<file path="config.mk">
export PLATFORM = sky130hd
export DESIGN_NAME = muldiv_unit_flat
export DESIGN_NICKNAME = d
export VERILOG_FILES = /design/src/rtl/muldiv_unit_if.sv /design/src/rtl/muldiv_unit.sv /design/src/flat_wrapper.sv
export SDC_FILE = /design/constraint.sdc
export NUM_CORES = 1
export LEC_CHECK = 0
export CORE_MARGIN = 2
export CORE_UTILIZATION = 30
export DETAILED_ROUTE_END_ITERATION = 12
export GPL_ROUTABILITY_DRIVEN = 0
export REMOVE_ABC_BUFFERS = 1
export SYNTH_ARGS = -nofsm -noshare
export SYNTH_HDL_FRONTEND = slang
export SYNTH_SLANG_ARGS = --single-unit
</file>
<file path="constraint.sdc">
create_clock -name clk -period 5.9 [get_ports clk]
set_clock_uncertainty 0.15 [all_clocks]
set_input_delay 1.18 -clock clk [delete_from_list [all_inputs] [get_ports clk]]
set_output_delay 1.18 -clock clk [all_outputs]
set_load 0.01 [all_outputs]
</file>
<file path="src/rtl/muldiv_unit_if.sv">
// rtl/muldiv_unit_if.sv - request/result bundle between the control FSM and muldiv_unit
//
// Purpose: groups the launch request and the result/status lines of the
// multiply/divide unit so the datapath and its controller share one port.
//
// Signals:
//   start  launch request for func (master -> slave)
//   func   MIPS funct field (master -> slave)
//   opa    rs operand: multiplicand / dividend / MTHI-MTLO data (master -> slave)
//   opb    rt operand: multiplier / divisor (master -> slave)
//   busy   operation in progress (slave -> master)
//   done   one-cycle pulse when HI/LO were written by mul/div (slave -> master)
//   div0   sticky divide-by-zero flag (slave -> master)
//   hi/lo  architectural HI/LO registers (slave -> master)
//   res    MFHI/MFLO read data (slave -> master)
interface muldiv_unit_if #(
  parameter int WIDTH = 32
);
  logic             start;
  logic [5:0]       func;
  logic [WIDTH-1:0] opa;
  logic [WIDTH-1:0] opb;
  logic             busy;
  logic             done;
  logic             div0;
  logic [WIDTH-1:0] hi;
  logic [WIDTH-1:0] lo;
  logic [WIDTH-1:0] res;

  modport master (
    output start, func, opa, opb,
    input  busy, done, div0, hi, lo, res
  );

  modport slave (
    input  start, func, opa, opb,
    output busy, done, div0, hi, lo, res
  );
endinterface

</file>
<file path="src/rtl/muldiv_unit.sv">
// rtl/muldiv_unit.sv - iterative MIPS MULT/MULTU/DIV/DIVU unit owning HI/LO
//
// Purpose: one-bit-per-clock radix-2 shift-add multiplier and restoring
// divider, with MFHI/MFLO read mux and MTHI/MTLO writes.
//
// Ports:
//   clk    system clock, rising edge
//   rst_n  synchronous active-low reset
//   bus    muldiv_unit_if slave: start/func/opa/opb in;
//          busy/done/div0/hi/lo/res out
module muldiv_unit #(
  parameter int WIDTH = 32
) (
  input logic          clk,
  input logic          rst_n,
  muldiv_unit_if.slave bus
);

  localparam int CNT_W = $clog2(WIDTH) + 1;

  localparam logic [5:0] F_MFHI  = 6'h10;
  localparam logic [5:0] F_MTHI  = 6'h11;
  localparam logic [5:0] F_MFLO  = 6'h12;
  localparam logic [5:0] F_MTLO  = 6'h13;
  localparam logic [5:0] F_MULT  = 6'h18;
  localparam logic [5:0] F_MULTU = 6'h19;
  localparam logic [5:0] F_DIV   = 6'h1A;
  localparam logic [5:0] F_DIVU  = 6'h1B;

  typedef enum logic [1:0] {
    IDLE,
    CALC,
    FIX
  } state_t;

  state_t state;
  state_t state_nxt;

  logic [CNT_W-1:0] cnt;
  logic [WIDTH-1:0] hi_q;
  logic [WIDTH-1:0] lo_q;
  // acc_hi/acc_lo: product (mul) or remainder/quotient (div) working register
  logic [WIDTH-1:0] acc_hi;
  logic [WIDTH-1:0] acc_lo;
  // multiplicand (mul) or divisor (div) magnitude
  logic [WIDTH-1:0] operand_b;
  logic             op_div;
  logic             neg_q;
  logic             neg_r;
  logic             div0_q;
  logic             done_q;

  // launch decode
  logic             is_muldiv;
  logic             op_signed;
  logic             op_is_div;
  logic             b_zero;
  logic             a_neg;
  logic             b_neg;
  logic [WIDTH-1:0] a_mag;
  logic [WIDTH-1:0] b_mag;
  logic             neg_q_in;
  logic             neg_r_in;

  always_comb begin
    is_muldiv = (bus.func == F_MULT) || (bus.func == F_MULTU) ||
                (bus.func == F_DIV)  || (bus.func == F_DIVU);
    op_signed = (bus.func == F_MULT) || (bus.func == F_DIV);
    op_is_div = (bus.func == F_DIV)  || (bus.func == F_DIVU);
    b_zero    = (bus.opb == '0);
    a_neg     = op_signed && bus.opa[WIDTH-1];
    b_neg     = op_signed && bus.opb[WIDTH-1];
    // Divide by zero keeps the raw dividend so the restoring loop leaves
    // hi = opa and lo = all ones, with no sign fix-up afterwards.
    a_mag     = (a_neg && !(op_is_div && b_zero)) ? -bus.opa : bus.opa;
    b_mag     = b_neg ? -bus.opb : bus.opb;
    neg_q_in  = (a_neg ^ b_neg) && !(op_is_div && b_zero);
    neg_r_in  = a_neg && op_is_div && !b_zero;
  end

  // one iteration of either algorithm
  logic [WIDTH:0]     mul_sum;
  logic [WIDTH:0]     div_rem_sh;
  logic               div_ok;
  logic [WIDTH-1:0]   div_sub;
  logic [2*WIDTH-1:0] prod_fix;
  logic [WIDTH-1:0]   quo_fix;
  logic [WIDTH-1:0]   rem_fix;

  always_comb begin
    mul_sum    = {1'b0, acc_hi} + (acc_lo[0] ? {1'b0, operand_b} : '0);
    div_rem_sh = {acc_hi, acc_lo[WIDTH-1]};
    div_ok     = (div_rem_sh >= {1'b0, operand_b});
    // When div_ok the difference is below the divisor, so the low bits suffice.
    div_sub    = div_rem_sh[WIDTH-1:0] - operand_b;
    prod_fix   = neg_q ? -{acc_hi, acc_lo} : {acc_hi, acc_lo};
    quo_fix    = neg_q ? -acc_lo : acc_lo;
    rem_fix    = neg_r ? -acc_hi : acc_hi;
  end

  always_ff @(posedge clk) begin
    if (!rst_n) begin
      state <= IDLE;
    end else begin
      state <= state_nxt;
    end
  end

  always_comb begin
    state_nxt = state;
    case (state)
      IDLE: if (bus.start && is_muldiv) state_nxt = CALC;
      CALC: if (cnt == CNT_W'(1)) state_nxt = FIX;
      FIX:  state_nxt = IDLE;
      default: state_nxt = IDLE;
    endcase
  end

  always_ff @(posedge clk) begin
    if (!rst_n) begin
      cnt       <= '0;
      hi_q      <= '0;
      lo_q      <= '0;
      acc_hi    <= '0;
      acc_lo    <= '0;
      operand_b <= '0;
      op_div    <= 1'b0;
      neg_q     <= 1'b0;
      neg_r     <= 1'b0;
      div0_q    <= 1'b0;
      done_q    <= 1'b0;
    end else begin
      done_q <= 1'b0;
      case (state)
        IDLE: begin
          if (bus.start) begin
            if (is_muldiv) begin
              acc_hi    <= '0;
              acc_lo    <= op_is_div ? a_mag : b_mag;
              operand_b <= op_is_div ? b_mag : a_mag;
              cnt       <= CNT_W'(WIDTH);
              op_div    <= op_is_div;
              neg_q     <= neg_q_in;
              neg_r     <= neg_r_in;
              div0_q    <= op_is_div && b_zero;
            end else if (bus.func == F_MTHI) begin
              hi_q <= bus.opa;
            end else if (bus.func == F_MTLO) begin
              lo_q <= bus.opa;
            end
          end
        end
        CALC: begin
          cnt <= cnt - CNT_W'(1);
          if (op_div) begin
            acc_hi <= div_ok ? div_sub : div_rem_sh[WIDTH-1:0];
            acc_lo <= {acc_lo[WIDTH-2:0], div_ok};
          end else begin
            {acc_hi, acc_lo} <= {mul_sum, acc_lo[WIDTH-1:1]};
          end
        end
        FIX: begin
          if (op_div) begin
            hi_q <= rem_fix;
            lo_q <= quo_fix;
          end else begin
            {hi_q, lo_q} <= prod_fix;
          end
          done_q <= 1'b1;
        end
        default: ;
      endcase
    end
  end

  assign bus.busy = (state != IDLE);
  assign bus.done = done_q;
  assign bus.div0 = div0_q;
  assign bus.hi   = hi_q;
  assign bus.lo   = lo_q;

  always_comb begin
    bus.res = '0;
    if (bus.func == F_MFHI) begin
      bus.res = hi_q;
    end else if (bus.func == F_MFLO) begin
      bus.res = lo_q;
    end
  end

endmodule

</file>
<file path="src/flat_wrapper.sv">
// flat-port wrapper written by rule: the top's interface ports become plain ports
module muldiv_unit_flat 
#(
  parameter int WIDTH = 32
)
  (clk, rst_n, bus_start, bus_func, bus_opa, bus_opb, bus_busy, bus_done, bus_div0, bus_hi, bus_lo, bus_res);
  muldiv_unit_if #(.WIDTH(WIDTH)) bus_i ();
  input logic clk;
  input logic rst_n;
  input wire logic [$bits(bus_i.start)-1:0] bus_start;
  input wire logic [$bits(bus_i.func)-1:0] bus_func;
  input wire logic [$bits(bus_i.opa)-1:0] bus_opa;
  input wire logic [$bits(bus_i.opb)-1:0] bus_opb;
  output wire logic [$bits(bus_i.busy)-1:0] bus_busy;
  output wire logic [$bits(bus_i.done)-1:0] bus_done;
  output wire logic [$bits(bus_i.div0)-1:0] bus_div0;
  output wire logic [$bits(bus_i.hi)-1:0] bus_hi;
  output wire logic [$bits(bus_i.lo)-1:0] bus_lo;
  output wire logic [$bits(bus_i.res)-1:0] bus_res;
  assign bus_i.start = bus_start;
  assign bus_i.func = bus_func;
  assign bus_i.opa = bus_opa;
  assign bus_i.opb = bus_opb;
  assign bus_busy = bus_i.busy;
  assign bus_done = bus_i.done;
  assign bus_div0 = bus_i.div0;
  assign bus_hi = bus_i.hi;
  assign bus_lo = bus_i.lo;
  assign bus_res = bus_i.res;
  muldiv_unit #(.WIDTH(WIDTH)) u_core (.clk(clk), .rst_n(rst_n), .bus(bus_i));
endmodule
</file>
==> flow_summary_export.csv <==
group,metric,value,unit
floorplanning,core,51200,sq um
global_route,antenna_found_initial,1,
synthesis,synth_most_common_cell,"a21oi_1",
timing,finalSetupViolations,0,
drt,antenna_left,0,
place,place_inst,2871,
clock_network,worstSkewPairLatency,470,ps
floorplanning,io_pins,172,
global_route,grt_usage,21.8,%
timing,hold_violations,0,
cells_and_area,layout-drive-gt1-share,6.12,%
synthesis,ys_seq_area_share,22.4,%
synthesis,ys_seq_elements,173,
drt,via_per_inst,5.83,
job,maxCapViolations,0,
clock_network,cts_resized,0,
timing,max_slew.worst_pin.slew,1250,ps
floorplanning,initial_core_util,30.3,%
synthesis,ys_top_cells_by_count,"a21oi_1 (243), nor2_1 (229), o21ai_0 (184), dfxtp_1 (173), nand2_1 (165)",
clock_network,clk_pin_slew_worst_paths,70,ps
floorplanning,die_h,231,microns
drt,route.detailed.drc,0,
critical_path,cp-end-kind,"primary output",
min_path,worstHoldPathType,"flop to flop",
synthesis,ys_warn_count,0,
critical_path,r2r-start,"u_core.acc_lo[2]",
critical_path,critPathRequiredTime,4570,ps
synthesis,ys_types,75,
global_route,grt_overflow_total,0,
status,status,"completed",
timing,post-route-period-util,81.3,%
critical_path,critPathMaxFanout,26,
global_route,grt_pass1_vias,15400,
clock_network,cts_made_buffers,17,
place,pre_cts_slack,932,ps
critical_path,crit_type,"input pin to primary output",
power_and_ir_drop,vdd_drop_max,150,uV
clock_network,cts-root-buf,"clkbuf_16",
critical_path,critPathLaunchType,"input pin",
timing,rsz0062_at_grt,"false",
drt,drtPass1Iterations,5,
cells_and_area,fin_cells,2902,
global_route,grt_pass1_wl,91400,microns
clock_network,cts_setup_buffers,0,
synthesis,synth_area,15500,sq um
floorplanning,dieArea,53500,sq um
place,dpl.hpwl,45600,microns
drt,drt_iter0_drc,1912,
synthesis,synth_area_leader_cell,"dfxtp_1",
cells_and_area,synthToLayoutAreaGrowth,18.0,%
synthesis,syn_area_per_cell,7.22,sq um
floorplanning,core.rowCount,83,
clock_network,clkSinkCount,173,
min_path,hold_start,"u_core.operand_b[24]",
synthesis,synth_flop_cell,"dfxtp_1",
timing,slew_violations,0,
timing,min_period,4800,ps
synthesis,netlist_instances,2145,
power_and_ir_drop,p_leak,6.85,nW
cells_and_area,nFillCells,5415,
timing,setup_ws,1100,ps
drt,drt-total-wl,60100,microns
critical_path,crit_arrival,3470,ps
floorplanning,fp.dieW,231,microns
clock_network,ctsHtreeMaxLevel,4,
place,portBuffers,171,
synthesis,synth.area.top_cells,"dfxtp_1 (22%), a21oi_1 (7.9%), o21ai_0 (5.9%), ha_1 (5.7%), nor2_1 (5.5%)",
timing,fmax,208,MHz
timing,setup-tns-final,0,ps
critical_path,critical_path.startpoint,"bus_func[3]",
clock_network,clockBufferDepth,2,
synthesis,synth_edf_count,0,
clock_network,cts_tree,"built",
timing,slew_headroom,16.3,%
drt,via_count,16900,
power_and_ir_drop,power_per_cell_area,162,nW/um^2
synthesis,synth_top_area_share,22.4,%
cells_and_area,fin_nets,2355,
global_route,grt_max_degree,58,
drt,wl_per_cell,20.7,microns
synthesis,async_flop_share,0,%
clock_network,ctsHoldBuffers,0,
registers in the layout, summed over array words and instances, names as in the netlist, 2 cells and up:
name              cells
u_core.acc_hi        32
u_core.cnt            6
u_core.bus.lo        32
u_core.state          2
u_core.acc_lo        32
u_core.operand_b     32
u_core.bus.hi        32
final timing paths:
check,endpoint,slack [ps],cells after the start
setup / recovery,bus_res[30],1100,6
hold / removal,u_core.operand_b[24],320,2
setup reg to reg,u_core.bus.hi[13],1490,10
hold reg to reg,u_core.operand_b[24],320,2
power by group:
group	internal, mW	switching (mW)	leakage, nW	total, mW
clock network	0.612	0.522	0.264	1.13
logic	0.231	0.379	5.19	0.610
registers	1.18	0.0254	1.40	1.21
cell families after synthesis:
kind of cell	count (synthesis)	synth area share, %
AOI/OAI and AO/OA	730	29.4
and+or+nand+nor	689	21.4
buffers and inverters	226	5.68
DFF	173	22.4
xor gates and xnor gates	171	9.67
muxes	84	5.63
adders and majority gates	72	5.91
metrics by stage:
stage	utilization [%]	hold WS (ps)	total power, mW	instance area [sq um]
after CTS	35.7	323	2.95	18300
final	35.7	318	2.95	18300
after global routing	35.7	340	3.06	18300
after detailed placement	34.6	313	1.83	17700
after floorplan	-	266	1.57	14900
after global placement	34.6	306	1.82	17700
placed cells by master (no fill, tap or decap), types with 6 or more instances in the layout:
cell type          n
a21oi_1          242
nor2_1           227
o21ai_0          184
dfxtp_1          172
clkdlybuf4s50_1  169
nand2_1          165
xnor2_1           86
xor2_1            85
ha_1              70
inv_1             67
mux2i_1           59
nand3_1           57
a211oi_1          49
nor3_1            40
nor2b_1           36
buf_4             36
a21o_1            31
o211ai_1          27
o31ai_1           26
mux2_2            25
a31oi_1           24
or3_1             21
nor4_1            18
a21boi_0          18
nand2b_1          17
or4_1             17
clkbuf_16         17
and2_1            16
a22o_1            16
and3_1            16
or2_2             15
o221ai_1          15
o41ai_1           14
nand4_1           13
a22oi_1           11
a221oi_1           7
o2111ai_1          6
o21bai_1           6
cell type report:
class                      count  area (sq um)  area share, %
timing repair buffer         205          1960           10.7
clock inverter                 8          87.6          0.479
sequential                   173          3460           19.0
tap                          680           851           4.65
multi-input combinational   1746         11200           61.2
inverter                      67           251           1.38
antenna                        1          2.50         0.0137
clock buffer                  22           474           2.59
worst max-delay path: stages:
cell             delay (ps)
clkdlybuf4s50_1         420
nor4b_1                 510
nand2b_1                290
buf_4                   310
nor2_1                  160
clkdlybuf4s50_1         550
metal layers:
metal / GRT usage (%) / routed length [microns] / vias up
li1: - / - / 7921
met1: 30.7 / 26900 / 8086
met2: 33.3 / 26300 / 812
met3: 3.91 / 5110 / 111
met4: 7.50 / 1780 / 0
met5: 0 / 0 / -
No activity file was read; power rests on OpenSTA's default activity.
